`config.mk`:
```
export PLATFORM = sky130hd
export DESIGN_NAME = jesd207_fifo_ctrl
export DESIGN_NICKNAME = d
export VERILOG_FILES = /design/src/rtl/jesd207_fifo_pkg.sv /design/src/rtl/jesd207_fifo_ptr.sv /design/src/rtl/jesd207_fifo_ctrl.sv
export SDC_FILE = /design/constraint.sdc
export NUM_CORES = 1
export LEC_CHECK = 0
export ABC_AREA = 1
export CORE_ASPECT_RATIO = 0.9
export CORE_MARGIN = 2
export CORE_UTILIZATION = 45
export CTS_CLUSTER_SIZE = 25
export DETAILED_ROUTE_END_ITERATION = 6
export GPL_ROUTABILITY_DRIVEN = 0
export PLACE_DENSITY_LB_ADDON = 0.05
export SETUP_SLACK_MARGIN = 0.1
export SLEW_MARGIN = 30
export SYNTH_ARGS = -nofsm -noshare
export SYNTH_HDL_FRONTEND = slang
export SYNTH_SLANG_ARGS = --single-unit
export TNS_END_PERCENT = 5
```
`constraint.sdc`:
```
create_clock -name CLK -period 4.8 [get_ports CLK]
set_clock_uncertainty 0.1 [all_clocks]
set_input_delay 1.44 -clock CLK [delete_from_list [all_inputs] [get_ports CLK]]
set_output_delay 1.44 -clock CLK [all_outputs]
set_load 0.01 [all_outputs]
```
`src/rtl/jesd207_fifo_pkg.sv`:
```
// jesd207_fifo_pkg: shared constants and FULL threshold helper for the JESD207 FIFO controller.
package jesd207_fifo_pkg;
  localparam int AW_DEF = 7;
  localparam int PW_DEF = AW_DEF + 1;
  function automatic int full_thr(input int aw);
    return (1 << aw) - 2;
  endfunction
endpackage

```
`src/rtl/jesd207_fifo_ptr.sv`:
```
// jesd207_fifo_ptr: pointer register with fixed increment step and synchronous clear.
module jesd207_fifo_ptr #(
  parameter int W    = 8,
  parameter int STEP = 1
) (
  input  logic         clk_i,
  input  logic         rst_i,
  input  logic         clr_i,
  input  logic         inc_i,
  output logic [W-1:0] ptr_o
);
  logic [W-1:0] ptr_q, ptr_d;
  always_comb ptr_d = clr_i ? '0 : inc_i ? ptr_q + W'(STEP) : ptr_q;
  always_ff @(posedge clk_i or posedge rst_i)
    if (rst_i) ptr_q <= '0;
    else ptr_q <= ptr_d;
  assign ptr_o = ptr_q;
endmodule

```
`src/rtl/jesd207_fifo_ctrl.sv`:
```
// jesd207_fifo_ctrl: enable/address sequencing, occupancy flags and output stage for the JESD207 FIFO RAM.
// Defining JESD207_FIFO_ERR_EN adds sticky overflow/underflow flags with ERR_CLR.
module jesd207_fifo_ctrl import jesd207_fifo_pkg::*; #(
  parameter int AW = AW_DEF
) (
  input  logic          CLK,
  input  logic          RST,
  input  logic          FLUSH,
  input  logic          IN_VALID,
  output logic          IN_READY,
  output logic          WR_EN,
  output logic [AW-1:0] ADDR_WR,
  output logic          RD_EN,
  output logic [AW-1:0] ADDR_RD,
  output logic          OUT_VALID,
  input  logic          OUT_READY,
  output logic [AW:0]   LEVEL,
  output logic          EMPTY,
`ifdef JESD207_FIFO_ERR_EN
  input  logic          ERR_CLR,
  output logic          OVF_ERR,
  output logic          UDF_ERR,
`endif
  output logic          FULL
);
  localparam int PW = AW + 1;
  localparam logic [AW:0] FULL_THR = PW'(full_thr(AW));
  logic [AW:0] wptr, rptr;
  logic out_valid_q, out_valid_d;
  jesd207_fifo_ptr #(.W(PW), .STEP(2)) u_wptr (
    .clk_i(CLK), .rst_i(RST), .clr_i(FLUSH), .inc_i(WR_EN), .ptr_o(wptr)
  );
  jesd207_fifo_ptr #(.W(PW), .STEP(1)) u_rptr (
    .clk_i(CLK), .rst_i(RST), .clr_i(FLUSH), .inc_i(RD_EN), .ptr_o(rptr)
  );
  assign LEVEL     = wptr - rptr;
  assign EMPTY     = LEVEL == '0;
  assign FULL      = LEVEL > FULL_THR;
  assign IN_READY  = !FULL && !FLUSH;
  assign WR_EN     = IN_VALID && IN_READY;
  assign ADDR_WR   = wptr[AW-1:0];
  assign ADDR_RD   = rptr[AW-1:0];
  assign OUT_VALID = out_valid_q;
  // Prefetch into the one-entry output stage whenever it is empty or being drained.
  assign RD_EN     = !EMPTY && !FLUSH && (!out_valid_q || OUT_READY);
  always_comb out_valid_d = !FLUSH && (RD_EN || (out_valid_q && !OUT_READY));
  always_ff @(posedge CLK or posedge RST)
    if (RST) out_valid_q <= 1'b0;
    else out_valid_q <= out_valid_d;
`ifdef JESD207_FIFO_ERR_EN
  logic primed_q, primed_d, ovf_q, ovf_d, udf_q, udf_d;
  always_comb begin
    primed_d = !FLUSH && (primed_q || WR_EN);
    ovf_d    = !ERR_CLR && (ovf_q || (IN_VALID && !IN_READY && !FLUSH));
    udf_d    = !ERR_CLR && (udf_q || (OUT_READY && !out_valid_q && primed_q));
  end
  always_ff @(posedge CLK or posedge RST)
    if (RST) begin
      primed_q <= 1'b0;
      ovf_q    <= 1'b0;
      udf_q    <= 1'b0;
    end else begin
      primed_q <= primed_d;
      ovf_q    <= ovf_d;
      udf_q    <= udf_d;
    end
  assign OVF_ERR = ovf_q;
  assign UDF_ERR = udf_q;
`endif
endmodule

```
# Word level (Yosys, flattened, before mapping)

Index checks and enable logic that the tools add are counted.

Bits in registers: 17
Output and inout bits: 28
Word-level logic and storage cells: 27

Add/subtract/negate cells: 3
Magnitude comparators: 1
Muxes and demuxes: 4
Reductions and logical operators: 16

Operators with widths:

| cell                | number |
|---|---|
| $mux 8              | 4 |
| $add 8x1->8 const B | 1 |
| $add 8x2->8 const B | 1 |
| $gt 8x7->1 const B  | 1 |
| $logic_not 8->1     | 1 |
| $sub 8x8->8         | 1 |
| $logic_and 1x1->1   | 6 |
| $logic_not 1->1     | 5 |
| $reduce_bool 2->1   | 2 |
| $logic_or 1x1->1    | 2 |

# Longest topological paths before layout

Depth in word-level cells: 7
Depth in mapped cells: 14
Depth with buffers taken out: 14

# Hierarchy

From an unflattened synthesis, not the netlist that was laid out.

Cells, all modules: 225
Area, all modules: 1,461.4 um^2

Modules (own cells, without submodules):

| module                    | instances | cells each | area each (um^2) | sequential area each (um^2) |
|---|---|---|---|---|
| jesd207_fifo_ctrl         | 1         | 118        | 641.9            | 25.0 |
| jesd207_fifo_ptr (u_rptr) | 1         | 57         | 439.2            | 200.2 |
| jesd207_fifo_ptr (u_wptr) | 1         | 50         | 380.4            | 175.2 |

# Worst setup path after synthesis

OpenSTA, ideal clock, no wires.

Path type: input port to output port
Start: input port OUT_READY
End: output port RD_EN
Arrival time: 2.110 ns
Required time: 3.260 ns
Setup slack: 1.150 ns
Stages on the path: 6
Cells stage by stage: inv_1 nand2_1 inv_1 nor2_1 nand2_8 inv_4

Word-level cells in the longest chain between the ends: 2

Ends and longest elaborated chain:

| element           | line                    | source |
|---|---|---|
| start, declared   | jesd207_fifo_ctrl.sv:16 | `input logic OUT_READY,` |
| $logic_or 1x1->1  | jesd207_fifo_ctrl.sv:45 | `assign RD_EN = !EMPTY && !FLUSH && (!out_valid_q \|\| OUT_READY);` |
| $logic_and 1x1->1 | jesd207_fifo_ctrl.sv:45 |  |
| end, declared     | jesd207_fifo_ctrl.sv:13 | `output logic RD_EN,` |

No other way between the ends.

# Worst setup path after layout

Same ends and word-level chain as after synthesis.

==> results.yml <==
pwr:
  seqPwrFrac: 0.190
  comb_power_share: 0.668
  p_switching_uw: 397
  p_per_area_nw_per_um2: 471
  power_leakage_nw: 1.08
  power_frac_clock: 0.143
  swShare: 0.445
  intPower_uw: 496
  ir_drop_uv: 158
finish:
  syn2layout_area_growth_pct: 19.7
  drive_gt1_frac: 0.112
  final_common_cell: "nand2_1"
  multi_input_comb_area_um2: 891
  fin_cells: 286
  final_cell_mix: "nand2_1 (55), inv_1 (43), clkdlybuf4s50_1 (31)"
  regArea_um2: 400
  fin_nets: 259
  n_antenna_cell: 0
  n_fill_cell: 342
cts:
  cts_made_buffers: 3
  post-cts-setup-buffer-count: 0
  cts_tree: "built"
  post_cts_resized: 0
  numClockSinks: 16
  ctsHoldBuffers: 0
  clock_latency_ns: 0.26
  root_buffer: "clkbuf_8"
  clkTransAtPathRegs_ns: 0.07
  cts.path.max_buffers: 2
  cts-htree-levels: 1
synth:
  syn_area_per_cell_um2: 7.14
  synth_compound_area_frac: 0.0174
  ys_warn_count: 0
  synth_top_family_by_area: "simple AND/OR/NAND/NOR gates"
  ys_ff_latch: 16
  syn-num-nets: 238
  synth_xor_area_frac: 0.0608
  synthAdderAreaFrac: 0.0916
  ys_seq_area_frac: 0.253
  synth-simple-area-share: 0.390
  synthMuxAreaShare: 0
  syn_area_um2: 1590
  syn_inst: 222
  ys_types: 28
timing:
  period_needed_ns: 4.56
  period_share: 0.951
  timing.setup.tns_ns: 0
  rsz0062_at_grt: "no"
  maxClockFrequency_ghz: 0.219
  relSlewSlack: 0.578
  hold_violations: 0
  finalMaxSlewViolations: 0
  tightestPinTransition_ns: 0.632
  setup_violations: 0
die:
  die_h_um: 60.3
  dieWidth_um: 66.6
  start_util: 0.469
  design.core.area_um2: 3380
  die-area_um2: 4010
  num_rows: 20
  pin_count: 33
global_routing:
  grt_pass1_wl_mm: 5.58
  grt_pass1_vias: 1222
  gr-total-overflow: 0
  grt_use_total: 0.187
  antenna_found_initial: 0
  grt_max_degree: 24
run_status:
  status: "completed"
routing:
  drc: 0
  wirelength_mm: 3.30
  wl_per_cell_um: 11.5
  dr.first_iter.drc_count: 36
  routed_via_density: 4.77
  first_pass_iters: 4
  antenna_left: 0
  num_vias: 1365
critical_path:
  cp.required_ns: 3.26
  crit_fanout: 9
  crit_type: "primary input to output pin"
  rr_worst_depth: 12
  worstPathArrival_ns: 3.02
  critPathCaptureType: "output pin"
  crit_path_start_kind: "primary input"
worst_hold_path:
  hold_path.class: "flip-flop to flip-flop"
  min_path_cells: 2
placement:
  dp_cells: 282
  hpwl_mm: 2.66
  numPortBuffers: 31
flow_run:
  drv_cap: 0
critical path, stage by stage:
cell and delay [ns]:
clkdlybuf4s50_1 0.46, inv_1 0.04, nand2_1 0.06, inv_1 0.05
nor2_1 0.27, nand2_8 0.12, inv_4 0.07, clkdlybuf4s50_1 0.52
sequential cells by signal, summed over array words and instances, names as in the netlist:
name / cells
u_wptr.ptr_o: 7
OUT_VALID: 1
u_rptr.ptr_o: 8
power by group through the flow:
stage               sequential (mW)  combinational [mW]  clock (mW)
floorplan                     0.167               0.388           0
global placement              0.172               0.591           0
detailed placement            0.173               0.600           0
CTS                           0.170               0.603       0.129
global route                  0.173               0.667       0.135
finish                        0.169               0.597       0.127
final timing paths:
check / slack (ns) / startpoint / to
min in group asynchronous: 1.45 / RST / u_wptr.ptr_o[7]
hold reg to reg: 0.47 / u_rptr.ptr_o[4] / u_rptr.ptr_o[4]
hold / removal: 0.47 / u_rptr.ptr_o[4] / u_rptr.ptr_o[4]
max in group asynchronous: 2.74 / RST / u_wptr.ptr_o[4]
setup / recovery: 0.24 / OUT_READY / RD_EN
setup reg to reg: 2.49 / u_rptr.ptr_o[0] / u_wptr.ptr_o[1]
layout make-up:
class,instances,area share
Inverter,45,0.0903
Timing Repair Buffer,33,0.171
Multi-Input combinational cell,144,0.469
Sequential cell,16,0.211
Tap cell,44,0.0290
Clock buffer,4,0.0290
Yosys cell counts, drive strengths merged:
cell     n  area share
xnor2    3       0.017
nor3     1      0.0032
inv     45        0.11
a21o     1      0.0047
buf     17       0.077
o21ai    2      0.0063
ha      10       0.079
nor4     1      0.0039
nand2   62        0.17
fa       1       0.013
nand3b   3       0.014
a21oi    2      0.0063
nor2     9       0.029
nand3   31        0.13
conb     1      0.0024
xor2     8       0.044
dfrtp   16        0.25
nand4    9       0.036
routing by layer:
metal,GRT usage,vias up,part of all wire
li1,-,716,-
met1,0.245,615,0.48
met3,0.0377,5,0.038
met5,0,-,0
met4,0.0875,0,0.018
met2,0.297,29,0.46
metrics by stage:
| stage | power, mW | setup slack (ns) | cell area, um^2 | util | hold slack, ns |
|---|---|---|---|---|---|
| floorplan | 0.556 | 1.15 | 1590 | - | 0.400 |
| global placement | 0.762 | 0.250 | 1840 | 0.546 | 0.453 |
| detailed placement | 0.773 | 0.228 | 1840 | 0.546 | 0.461 |
| CTS | 0.901 | 0.227 | 1900 | 0.562 | 0.479 |
| global route | 0.975 | 0.167 | 1900 | 0.562 | 0.508 |
| finish | 0.893 | 0.237 | 1900 | 0.562 | 0.474 |
cell families after synthesis:
family,after synthesis
AO/OA/AOI/OAI,5
XOR/XNOR,11
flip-flops,16
AND/OR/NAND/NOR,116
other,1
buffers and inverters,62
adder cells (fa/ha/maj),11
No activity file was read; power rests on OpenSTA's default activity.
